===== src/rtl/keypad_scanner_pkg.sv =====
// -----------------------------------------------------------------------------
// keypad_pkg
// Shared types and helpers for the 4x4 matrix keypad scanner:
//   state_t     - scanner FSM states (SCAN, DEBOUNCE, HELD)
//   KEY_*       - codes of the function keys (A..F, '*' and '#')
//   one_low     - true when exactly one active-low row is asserted
//   row_index   - row number of a one-hot-low row pattern
//   decode_key  - (column, row) position to 4-bit key code
// -----------------------------------------------------------------------------
package keypad_pkg;

    typedef enum logic [1:0] {
        SCAN     = 2'd0,
        DEBOUNCE = 2'd1,
        HELD     = 2'd2
    } state_t;

    localparam logic [3:0] KEY_A    = 4'hA;
    localparam logic [3:0] KEY_B    = 4'hB;
    localparam logic [3:0] KEY_C    = 4'hC;
    localparam logic [3:0] KEY_D    = 4'hD;
    localparam logic [3:0] KEY_E    = 4'hE;
    localparam logic [3:0] KEY_F    = 4'hF;
    localparam logic [3:0] KEY_STAR = KEY_E;
    localparam logic [3:0] KEY_HASH = KEY_F;

    function automatic logic one_low(input logic [3:0] rows);
        return (rows == 4'b1110) || (rows == 4'b1101) ||
               (rows == 4'b1011) || (rows == 4'b0111);
    endfunction

    function automatic logic [1:0] row_index(input logic [3:0] rows);
        logic [1:0] idx;
        case (rows)
            4'b1101: idx = 2'd1;
            4'b1011: idx = 2'd2;
            4'b0111: idx = 2'd3;
            default: idx = 2'd0;
        endcase
        return idx;
    endfunction

    // Layout:  r0: 1 2 3 A | r1: 4 5 6 B | r2: 7 8 9 C | r3: * 0 # D
    function automatic logic [3:0] decode_key(input logic [1:0] col_idx,
                                              input logic [1:0] row_idx);
        logic [3:0] code;
        case ({row_idx, col_idx})
            4'h0: code = 4'h1;
            4'h1: code = 4'h2;
            4'h2: code = 4'h3;
            4'h3: code = KEY_A;
            4'h4: code = 4'h4;
            4'h5: code = 4'h5;
            4'h6: code = 4'h6;
            4'h7: code = KEY_B;
            4'h8: code = 4'h7;
            4'h9: code = 4'h8;
            4'hA: code = 4'h9;
            4'hB: code = KEY_C;
            4'hC: code = KEY_STAR;
            4'hD: code = 4'h0;
            4'hE: code = KEY_HASH;
            default: code = KEY_D;
        endcase
        return code;
    endfunction

endpackage


===== src/rtl/keypad_scanner_if.sv =====
// -----------------------------------------------------------------------------
// keypad_scanner_if
// Bundles the keypad matrix pins and the decoded-key outputs.
//   rows        - keypad rows, active-low, asynchronous to the clock
//   cols        - keypad column drive, active-low, one bit low at a time
//   number      - code of the last accepted key
//   cleanSignal - one-cycle strobe when number takes a new code
//   keyHeld     - high while an accepted key is still pressed
// master: the scanner side; slave: the keypad / downstream side.
// -----------------------------------------------------------------------------
interface keypad_scanner_if;
    logic [3:0] rows;
    logic [3:0] cols;
    logic [3:0] number;
    logic       cleanSignal;
    logic       keyHeld;

    modport master (
        input  rows,
        output cols,
        output number,
        output cleanSignal,
        output keyHeld
    );

    modport slave (
        output rows,
        input  cols,
        input  number,
        input  cleanSignal,
        input  keyHeld
    );
endinterface


===== src/rtl/keypad_scanner_stable_counter.sv =====
// -----------------------------------------------------------------------------
// stable_counter
// Counts consecutive cycles in which match is high while en is high. Any cycle
// with match low, en low or clr high restarts the count. done is raised in the
// cycle that completes DEBOUNCE_CNT consecutive matches (and stays high while
// matching continues); the count saturates instead of wrapping.
//   clock, reset - clock and asynchronous active-high reset
//   en           - counting enabled (owner FSM is in a timed state)
//   clr          - restart the count at the next edge (state change)
//   match        - input condition being timed this cycle
//   done         - DEBOUNCE_CNT consecutive matches reached
// -----------------------------------------------------------------------------
module stable_counter #(
    parameter int DEBOUNCE_CNT = 20000
) (
    input  logic clock,
    input  logic reset,
    input  logic en,
    input  logic clr,
    input  logic match,
    output logic done
);

    localparam int CW = $clog2(DEBOUNCE_CNT + 1);

    logic [CW-1:0] cnt_q;

    function automatic logic [CW-1:0] sat_inc(input logic [CW-1:0] v);
        if (v >= CW'(DEBOUNCE_CNT)) begin
            return CW'(DEBOUNCE_CNT);
        end
        return v + CW'(1);
    endfunction

    // The current matching cycle is the last one needed, so done is
    // combinational and the owner can act on the same edge.
    assign done = en && match && (cnt_q >= CW'(DEBOUNCE_CNT - 1));

    always_ff @(posedge clock or posedge reset) begin
        if (reset) begin
            cnt_q <= '0;
        end else if (clr || !en || !match) begin
            cnt_q <= '0;
        end else begin
            cnt_q <= sat_inc(cnt_q);
        end
    end

endmodule


===== src/rtl/keypad_scanner.sv =====
// -----------------------------------------------------------------------------
// keypad_scanner
// Scans a 4x4 active-low matrix keypad, synchronises and debounces the rows,
// and emits one cleanSignal strobe per accepted press with the key code on
// number. Function keys A..F pass through as codes for the control FSM.
//   clock - system clock, rising edge
//   reset - asynchronous, active-high
//   kp    - keypad_scanner_if.master (rows in; cols, number, cleanSignal,
//           keyHeld out)
// -----------------------------------------------------------------------------
module keypad_scanner
    import keypad_pkg::*;
#(
    parameter int SCAN_DIV     = 1000,
    parameter int DEBOUNCE_CNT = 20000
) (
    input  logic             clock,
    input  logic             reset,
    keypad_scanner_if.master kp
);

    localparam int DW = $clog2(SCAN_DIV);

    logic [3:0]    rows_p0;
    logic [3:0]    rows_s;
    state_t        state_q;
    state_t        state_d;
    logic [DW-1:0] div_q;
    logic [1:0]    col_idx_q;
    logic [3:0]    cols_q;
    logic [3:0]    pat_q;
    logic [3:0]    number_q;
    logic          clean_q;
    logic          held_q;

    logic          last_dwell;
    logic          advance;
    logic          latch;
    logic          strobe;
    logic          cnt_en;
    logic          cnt_clr;
    logic          cnt_match;
    logic          cnt_done;

    assign kp.cols        = cols_q;
    assign kp.number      = number_q;
    assign kp.cleanSignal = clean_q;
    assign kp.keyHeld     = held_q;

    assign last_dwell = (div_q == DW'(SCAN_DIV - 1));
    assign cnt_en     = (state_q != SCAN);
    // DEBOUNCE times the latched press pattern; HELD times the all-released pattern.
    assign cnt_match  = (state_q == HELD) ? (rows_s == 4'hF) : (rows_s == pat_q);

    stable_counter #(
        .DEBOUNCE_CNT(DEBOUNCE_CNT)
    ) u_stable (
        .clock(clock),
        .reset(reset),
        .en   (cnt_en),
        .clr  (cnt_clr),
        .match(cnt_match),
        .done (cnt_done)
    );

    // ---- stage p0/s: two-flop row synchroniser ----
    always_ff @(posedge clock or posedge reset) begin
        if (reset) begin
            rows_p0 <= 4'hF;
            rows_s  <= 4'hF;
        end else begin
            rows_p0 <= kp.rows;
            rows_s  <= rows_p0;
        end
    end

    always_comb begin
        state_d = state_q;
        advance = 1'b0;
        latch   = 1'b0;
        strobe  = 1'b0;
        case (state_q)
            SCAN: begin
                // rows_s lags the pins by two cycles, so only the last dwell
                // cycle reliably reflects the column currently driven.
                if (last_dwell) begin
                    if (one_low(rows_s)) begin
                        latch   = 1'b1;
                        state_d = DEBOUNCE;
                    end else begin
                        advance = 1'b1;
                    end
                end
            end
            DEBOUNCE: begin
                if (!cnt_match) begin
                    state_d = SCAN;
                    advance = 1'b1;
                end else if (cnt_done) begin
                    state_d = HELD;
                    strobe  = 1'b1;
                end
            end
            HELD: begin
                if (cnt_done) begin
                    state_d = SCAN;
                    advance = 1'b1;
                end
            end
            default: state_d = SCAN;
        endcase
        cnt_clr = (state_d != state_q);
    end

    // ---- stage p1: FSM, scan rotator and output registers ----
    always_ff @(posedge clock or posedge reset) begin
        if (reset) begin
            state_q   <= SCAN;
            div_q     <= '0;
            col_idx_q <= 2'd0;
            cols_q    <= 4'b1110;
            pat_q     <= 4'hF;
            number_q  <= 4'h0;
            clean_q   <= 1'b0;
            held_q    <= 1'b0;
        end else begin
            state_q <= state_d;
            clean_q <= strobe;
            held_q  <= (state_d == HELD);
            if (strobe) begin
                number_q <= decode_key(col_idx_q, row_index(pat_q));
            end
            if (latch) begin
                pat_q <= rows_s;
            end
            if (advance) begin
                div_q     <= '0;
                col_idx_q <= col_idx_q + 2'd1;
                cols_q    <= {cols_q[2:0], cols_q[3]};
            end else if (latch) begin
                div_q <= '0;
            end else if (state_q == SCAN) begin
                div_q <= div_q + DW'(1);
            end
        end
    end

endmodule


===== src/flat_wrapper.sv =====
// flat-port wrapper written by rule: the top's interface ports become plain ports
module keypad_scanner_flat import keypad_pkg::*;
#(
    parameter int SCAN_DIV     = 1000,
    parameter int DEBOUNCE_CNT = 20000
)
  (clock, reset, kp_rows, kp_cols, kp_number, kp_cleanSignal, kp_keyHeld);
  keypad_scanner_if kp_i ();
  input  logic clock;
  input  logic reset;
  input wire logic [$bits(kp_i.rows)-1:0] kp_rows;
  output wire logic [$bits(kp_i.cols)-1:0] kp_cols;
  output wire logic [$bits(kp_i.number)-1:0] kp_number;
  output wire logic [$bits(kp_i.cleanSignal)-1:0] kp_cleanSignal;
  output wire logic [$bits(kp_i.keyHeld)-1:0] kp_keyHeld;
  assign kp_i.rows = kp_rows;
  assign kp_cols = kp_i.cols;
  assign kp_number = kp_i.number;
  assign kp_cleanSignal = kp_i.cleanSignal;
  assign kp_keyHeld = kp_i.keyHeld;
  keypad_scanner #(.SCAN_DIV(SCAN_DIV), .DEBOUNCE_CNT(DEBOUNCE_CNT)) u_core (.clock(clock), .reset(reset), .kp(kp_i));
endmodule

===== config.mk =====
export PLATFORM = sky130hd
export DESIGN_NAME = keypad_scanner_flat
export DESIGN_NICKNAME = d
export VERILOG_FILES = /design/src/rtl/keypad_scanner_pkg.sv /design/src/rtl/keypad_scanner_if.sv /design/src/rtl/keypad_scanner_stable_counter.sv /design/src/rtl/keypad_scanner.sv /design/src/flat_wrapper.sv
export SDC_FILE = /design/constraint.sdc
export NUM_CORES = 1
export LEC_CHECK = 0
export BUFFER_PORTS_ARGS = -buffer_cell sky130_fd_sc_hd__buf_2
export CORE_ASPECT_RATIO = 1.1
export CORE_MARGIN = 2
export CORE_UTILIZATION = 43
export DETAILED_ROUTE_END_ITERATION = 7
export PLACE_DENSITY_LB_ADDON = 0.08
export SLEW_MARGIN = 20
export SYNTH_ARGS = -nofsm -noshare
export SYNTH_HDL_FRONTEND = slang
export SYNTH_SLANG_ARGS = --single-unit

===== constraint.sdc =====
create_clock -name clock -period 6.5 [get_ports clock]
set_clock_uncertainty 0.2 [all_clocks]
set_input_delay 0.975 -clock clock [delete_from_list [all_inputs] [get_ports clock]]
set_output_delay 0.975 -clock clock [all_outputs]
set_load 0.01 [all_outputs]

## After elaboration in Yosys (flattened, before gate mapping)

Memory sizes are Yosys's and may differ from the RTL's. A register that Yosys moved wholly into a read port is not among the register bits.
Index checks and enable logic that the tools add are counted.

| storage, ports and cells | value |
|---|---|
| register bits after elaboration | 47 |
| ROM bits | 64 |
| bits of input ports | 6 |
| output and inout bits | 10 |
| word-level logic and storage cells | 69 |
| memories kept | 1 |

Memories:

| name | depth | width | rd ports | clocked after Yosys merged registers in | wr ports | RTL line | RTL |
|---|---|---|---|---|---|---|---|
| (name not given) | 16 | 4 | 1 | 1 | 0 | keypad_scanner_pkg.sv:47 | `case ({row_idx, col_idx})` |

| operators by class | value |
|---|---|
| $add $sub $neg | 3 |
| magnitude comparators | 2 |
| equal/unequal tests | 14 |
| mux-type cells | 27 |
| reductions and logical operators | 12 |

Operators with widths:

| cell | number |
|---|---|
| 2-to-1 mux 15 bit | 3 |
| >= comparator 15 bit (second input constant) | 2 |
| 2-to-1 mux 10 bit | 3 |
| equality test 4 bit (second input constant) | 6 |
| adder 15 x 1 -> 15 bit (second input constant) | 1 |
| 2-to-1 mux 1 bit | 12 |
| 2-to-1 mux 2 bit | 6 |
| case mux 2 bit (3 select lines) | 2 |
| adder 10 x 1 -> 10 bit (second input constant) | 1 |
| equality test 10 bit (second input constant) | 1 |
| equality test 4 x 3 -> 1 bit (second input constant) | 2 |
| logical OR 1 bit | 5 |
| equality test 2 bit (second input constant) | 2 |
| equality test 4 bit | 1 |
| case mux 1 bit (3 select lines) | 1 |
| nonzero test 3 bit | 1 |
| adder 2 x 1 -> 2 bit (second input constant) | 1 |
| equality test 2 x 1 -> 1 bit (second input constant) | 1 |
| logical AND 1 bit | 2 |
| logical NOT 1 bit | 2 |
| logical NOT 2 bit | 1 |
| != test 2 bit | 1 |
| nonzero test 2 bit | 1 |

## Logic depth before layout (Yosys ltp)

| logic depth | value |
|---|---|
| depth after elaboration | 13 |
| depth in mapped cells | 8 |

## By module

Synthesis repeated with hierarchy kept, for this count alone.

| second synthesis, totals | value |
|---|---|
| cell total of the unflattened synthesis | 238 |
| area total of the unflattened synthesis | 2691.3 sq um |

Modules (own cells, without submodules):

| module | instances | cells each | area each (sq um) | seq. area each (sq um) |
|---|---|---|---|---|
| keypad_scanner | 1 | 159 | 1885.6 | 919.6 |
| stable_counter | 1 | 79 | 805.8 | 375.4 |

## Worst setup path before layout

OpenSTA, ideal clock, no wires.

| path | value |
|---|---|
| path type | flip-flop to flip-flop |
| start point | reg u_core.rows_s[2] |
| end point | reg u_core.col_idx_q[1] |
| library setup time | 0.125 ns |
| data arrival time | 1.904 ns |
| required time | 6.175 ns |
| path slack | 4.270 ns |
| stages on the path, launching flop included | 9 |
| period minus slack after synthesis | 2.230 ns |
| path through | dfstp_2 -> buf_2 -> and4bb_2 -> a21oi_1 -> nor2_1 -> o221ai_4 -> o21a_1 -> buf_6 -> mux2_4 |

| between the ends | value |
|---|---|
| word-level cells in the longest chain between the ends | 7 |

Ends and longest elaborated chain:

| element | RTL line | RTL |
|---|---|---|
| start: declaration | keypad_scanner.sv:25 | `logic [3:0] rows_s;` |
| start signal: assignment | keypad_scanner.sv:73 | `rows_s <= rows_p0;` |
| equality test 4 bit | keypad_scanner_pkg.sv:28 | `return (rows == 4'b1110) \|\| (rows == 4'b1101) \|\|` |
| logical OR 1 bit (2 in series) | keypad_scanner_pkg.sv:28 |  |
| logical OR 1 bit | keypad_scanner_pkg.sv:29 | `(rows == 4'b1011) \|\| (rows == 4'b0111);` |
| 2-to-1 mux 1 bit | keypad_scanner.sv:87 | `if (one_low(rows_s)) begin` |
| 2-to-1 mux 1 bit | keypad_scanner.sv:86 | `if (last_dwell) begin` |
| case mux 1 bit (3 select lines) * | keypad_scanner.sv:82 | `case (state_q)` |
| end signal: assignment | keypad_scanner.sv:138 | `col_idx_q <= col_idx_q + 2'd1;` |
| end: declaration | keypad_scanner.sv:29 | `logic [1:0] col_idx_q;` |

Every way passes the cells marked *; elsewhere a longest branch is shown, timed or not.
A chain may end at the register's enable or synchronous reset.

## Worst setup path after layout

| path | value |
|---|---|
| start point | reg u_core.rows_s[0] |
| end point | reg u_core.col_idx_q[1] |

Same word-level chain as after synthesis.

==> impl_metrics.tcl <==
set metrics [dict create \
    ctsResizeCount 0 \
    place_congestion 0.794 \
    worstSetupPathType "reg2reg" \
    p_leak_nw 1.28 \
    fin_cells 344 \
    cp.required_ns 6.48 \
    critPathCaptureType "flip-flop" \
    synth_cell_types 48 \
    first_pass_iters 4 \
    synth_seq_area_share 0.490 \
    min_period_over_period 0.379 \
    rows 29 \
    grt_pass1_vias 1788 \
    nets 280 \
    drv_cap 0 \
    yosys.area_share.adder 0.0379 \
    layout-drive-gt1-share 0.228 \
    maxSlewViolCount 0 \
    synth.area.top_cells "dfrtp_1 (34%), dfstp_2 (15%), nor2_1 (3.8%)" \
    initial_core_util 0.453 \
    drt_iter0_markers 82 \
    yosysMostFrequentCell "dfrtp_1" \
    outcome "finished, final reports clean" \
    hp-class "reg2reg" \
    synth_compound_area_frac 0.120 \
    tightest_slew_ns 0.843 \
    synth_seq_cells 51 \
    antenna_found_initial 0 \
    met3_usage 0.0313 \
    avgSynthCellArea_sq_um 10.5 \
    hpwl_um 3300 \
    area_growth_pct 8.90 \
    fmax_mhz 405 \
    cts_tree "yes" \
    grt_max_degree 52 \
    ctsHoldBuffers 0 \
    cts_buffers 5 \
    max-vdd-ir-drop_mv 0.0949 \
    power_w 0.000552 \
    use_met2 0.270 \
    synth_top_cell_by_area "dfrtp_1" \
    diodes 0 \
    overflow 0 \
    synth_top_family_by_area "simple AND/OR/NAND/NOR gates" \
    critPathArrivalTime_ns 2.45 \
    die-area_sq_um 6790 \
    synth_top_area_frac 0.341 \
    io_pins 16 \
    wire_per_inst_um 13.7 \
    cts.sinks 51 \
    netlist_area_sq_um 2640 \
    layout_min_cycle_time_ns 2.47 \
    placedCellCount 336 \
    cts_setup_buffers 0 \
    routed_wl_um 4710 \
    rsz0062_at_grt "no" \
    syn_nets 266 \
    num_vias 1805 \
    cts_max_path_buffers 2 \
    use_met1 0.200 \
    fin_setup_tns_ns 0 \
    top_usage_layer "met2" \
    synthFlopType "dfrtp_1" \
    synth-warning-count 0 \
    fin_util 0.493 \
    yosys.area_share.xor_xnor 0.0696 \
    startpoint_type "flip-flop" \
    multi_input_area_sq_um 1270 \
    via_per_inst 5.25 \
    cellPowerDensity_nw_per_um2 192 \
    ant_nets 0 \
    final_hold_viol_count 0 \
    synth_edf_count 0 \
    synthCells 252 \
    cp_max_fo 8 \
    async_reset_ff_frac 1.00 \
    die_w_um 78.8 \
    fill_cells 555 \
    synthTopCellsByCount "dfrtp_1 (36), nor2_1 (27), nand2_1 (23)" \
    ff_latch_area_sq_um 1290 \
    clk_latency_ns 0.30 \
    root_buffer "clkbuf_8" \
    yosys.area_share.simple 0.181 \
    h-tree-depth 2 \
    portBuffers 15 \
    max-slew-margin-rel 0.438 \
    clk_pin_slew_ns 0.08 \
    drc 0 \
    grt_pass1_wl_um 8490 \
    setup_viol 0 \
    fp.dieH_um 86.2 \
    grt_use_total 0.157 \
    synthMuxAreaShare 0.0705 \
    coreArea_sq_um 5840 \
]
[final timing paths]
path / start / endpoint / depth (start not counted) / slack, ns
min in group asynchronous: reset / u_core.kp.number[0]$_DFFE_PP0P_ / 2 / 0.61
max: u_core.rows_s[0]$_DFF_PP1_ / u_core.col_idx_q[1]$_DFFE_PP0P_ / 6 / 4.03
min reg2reg: u_core.rows_p0[2]$_DFF_PP1_ / u_core.rows_s[2]$_DFF_PP1_ / 0 / 0.16
min: u_core.rows_p0[2]$_DFF_PP1_ / u_core.rows_s[2]$_DFF_PP1_ / 0 / 0.16
max reg2reg: u_core.rows_s[0]$_DFF_PP1_ / u_core.col_idx_q[1]$_DFFE_PP0P_ / 6 / 4.03
max in group asynchronous: reset / u_core.u_stable.cnt_q[0]$_DFF_PP0_ / 2 / 4.99
[placed cells by master, fill, tap and decap left out, types with 9 or more instances in the layout]
cell / count
xnor2_1: 11
buf_2: 15
inv_1: 9
nor2_1: 27
a21oi_1: 13
dfrtp_1: 36
xor2_1: 10
dfstp_2: 15
nand3_1: 13
nand2_1: 23
[state kept, by name, indices dropped and copies added (netlist names)]
name and flops:
u_core.rows_s 4, u_core.kp.keyHeld 1, u_core.kp.cols 4, u_core.rows_p0 4
u_core.col_idx_q 2, u_core.state_q 2, u_core.pat_q 4, u_core.kp.cleanSignal 1
u_core.kp.number 4, u_core.u_stable.cnt_q 15, u_core.div_q 10
[cell type report]
type | instances | share of cell area
Inverter | 10 | 0.0135
Clock inverter | 1 | 0.0104
Clock buffer | 7 | 0.0265
Sequential cell | 51 | 0.450
Timing Repair Buffer | 15 | 0.0261
Multi-Input combinational cell | 183 | 0.440
Tap cell | 77 | 0.0335
[routing by layer]
layer / wire length [um] / vias to the layer above
li1: - / 907
met1: 2200 / 872
met2: 2340 / 22
met3: 111 / 4
met4: 49 / 0
met5: 0 / -
[through the flow]
stage	cell area, sq um	hold WS [ns]	setup WS [ns]
after detailed placement	2770	0.147	4.03
final	2880	0.158	4.03
after floorplan	2640	0.145	4.12
after global routing	2880	0.166	3.86
after CTS	2880	0.161	3.99
after global placement	2770	0.146	4.09
[report_power, final]
| group | leakage [nW] | switching, W | internal (W) |
|---|---|---|---|
| clock | 0.0524 | 0.0000986 | 0.000115 |
| sequential | 0.645 | 0.00000322 | 0.000322 |
| combinational | 0.585 | 0.00000912 | 0.00000411 |
[worst max-delay path, cell delays in order (launching register included)]
cell and delay [ns]:
dfstp_2 0.59, and4bb_2 0.25, a21oi_1 0.16, nor2_1 0.11, o221ai_4 0.29, o21a_1 0.42, mux2_4 0.34
[logic make-up (layout without fill, tap and decap cells)]
group / after synthesis / after routing
AO/OA/AOI/OAI: 44 / 44
buffers and inverters: 18 / 33
adder cells (fa/ha/maj): 8 / 8
multiplexers: 14 / 14
XOR/XNOR: 21 / 21
flip-flops: 51 / 51
AND/OR/NAND/NOR: 96 / 96
No activity file was read; power rests on OpenSTA's default activity.
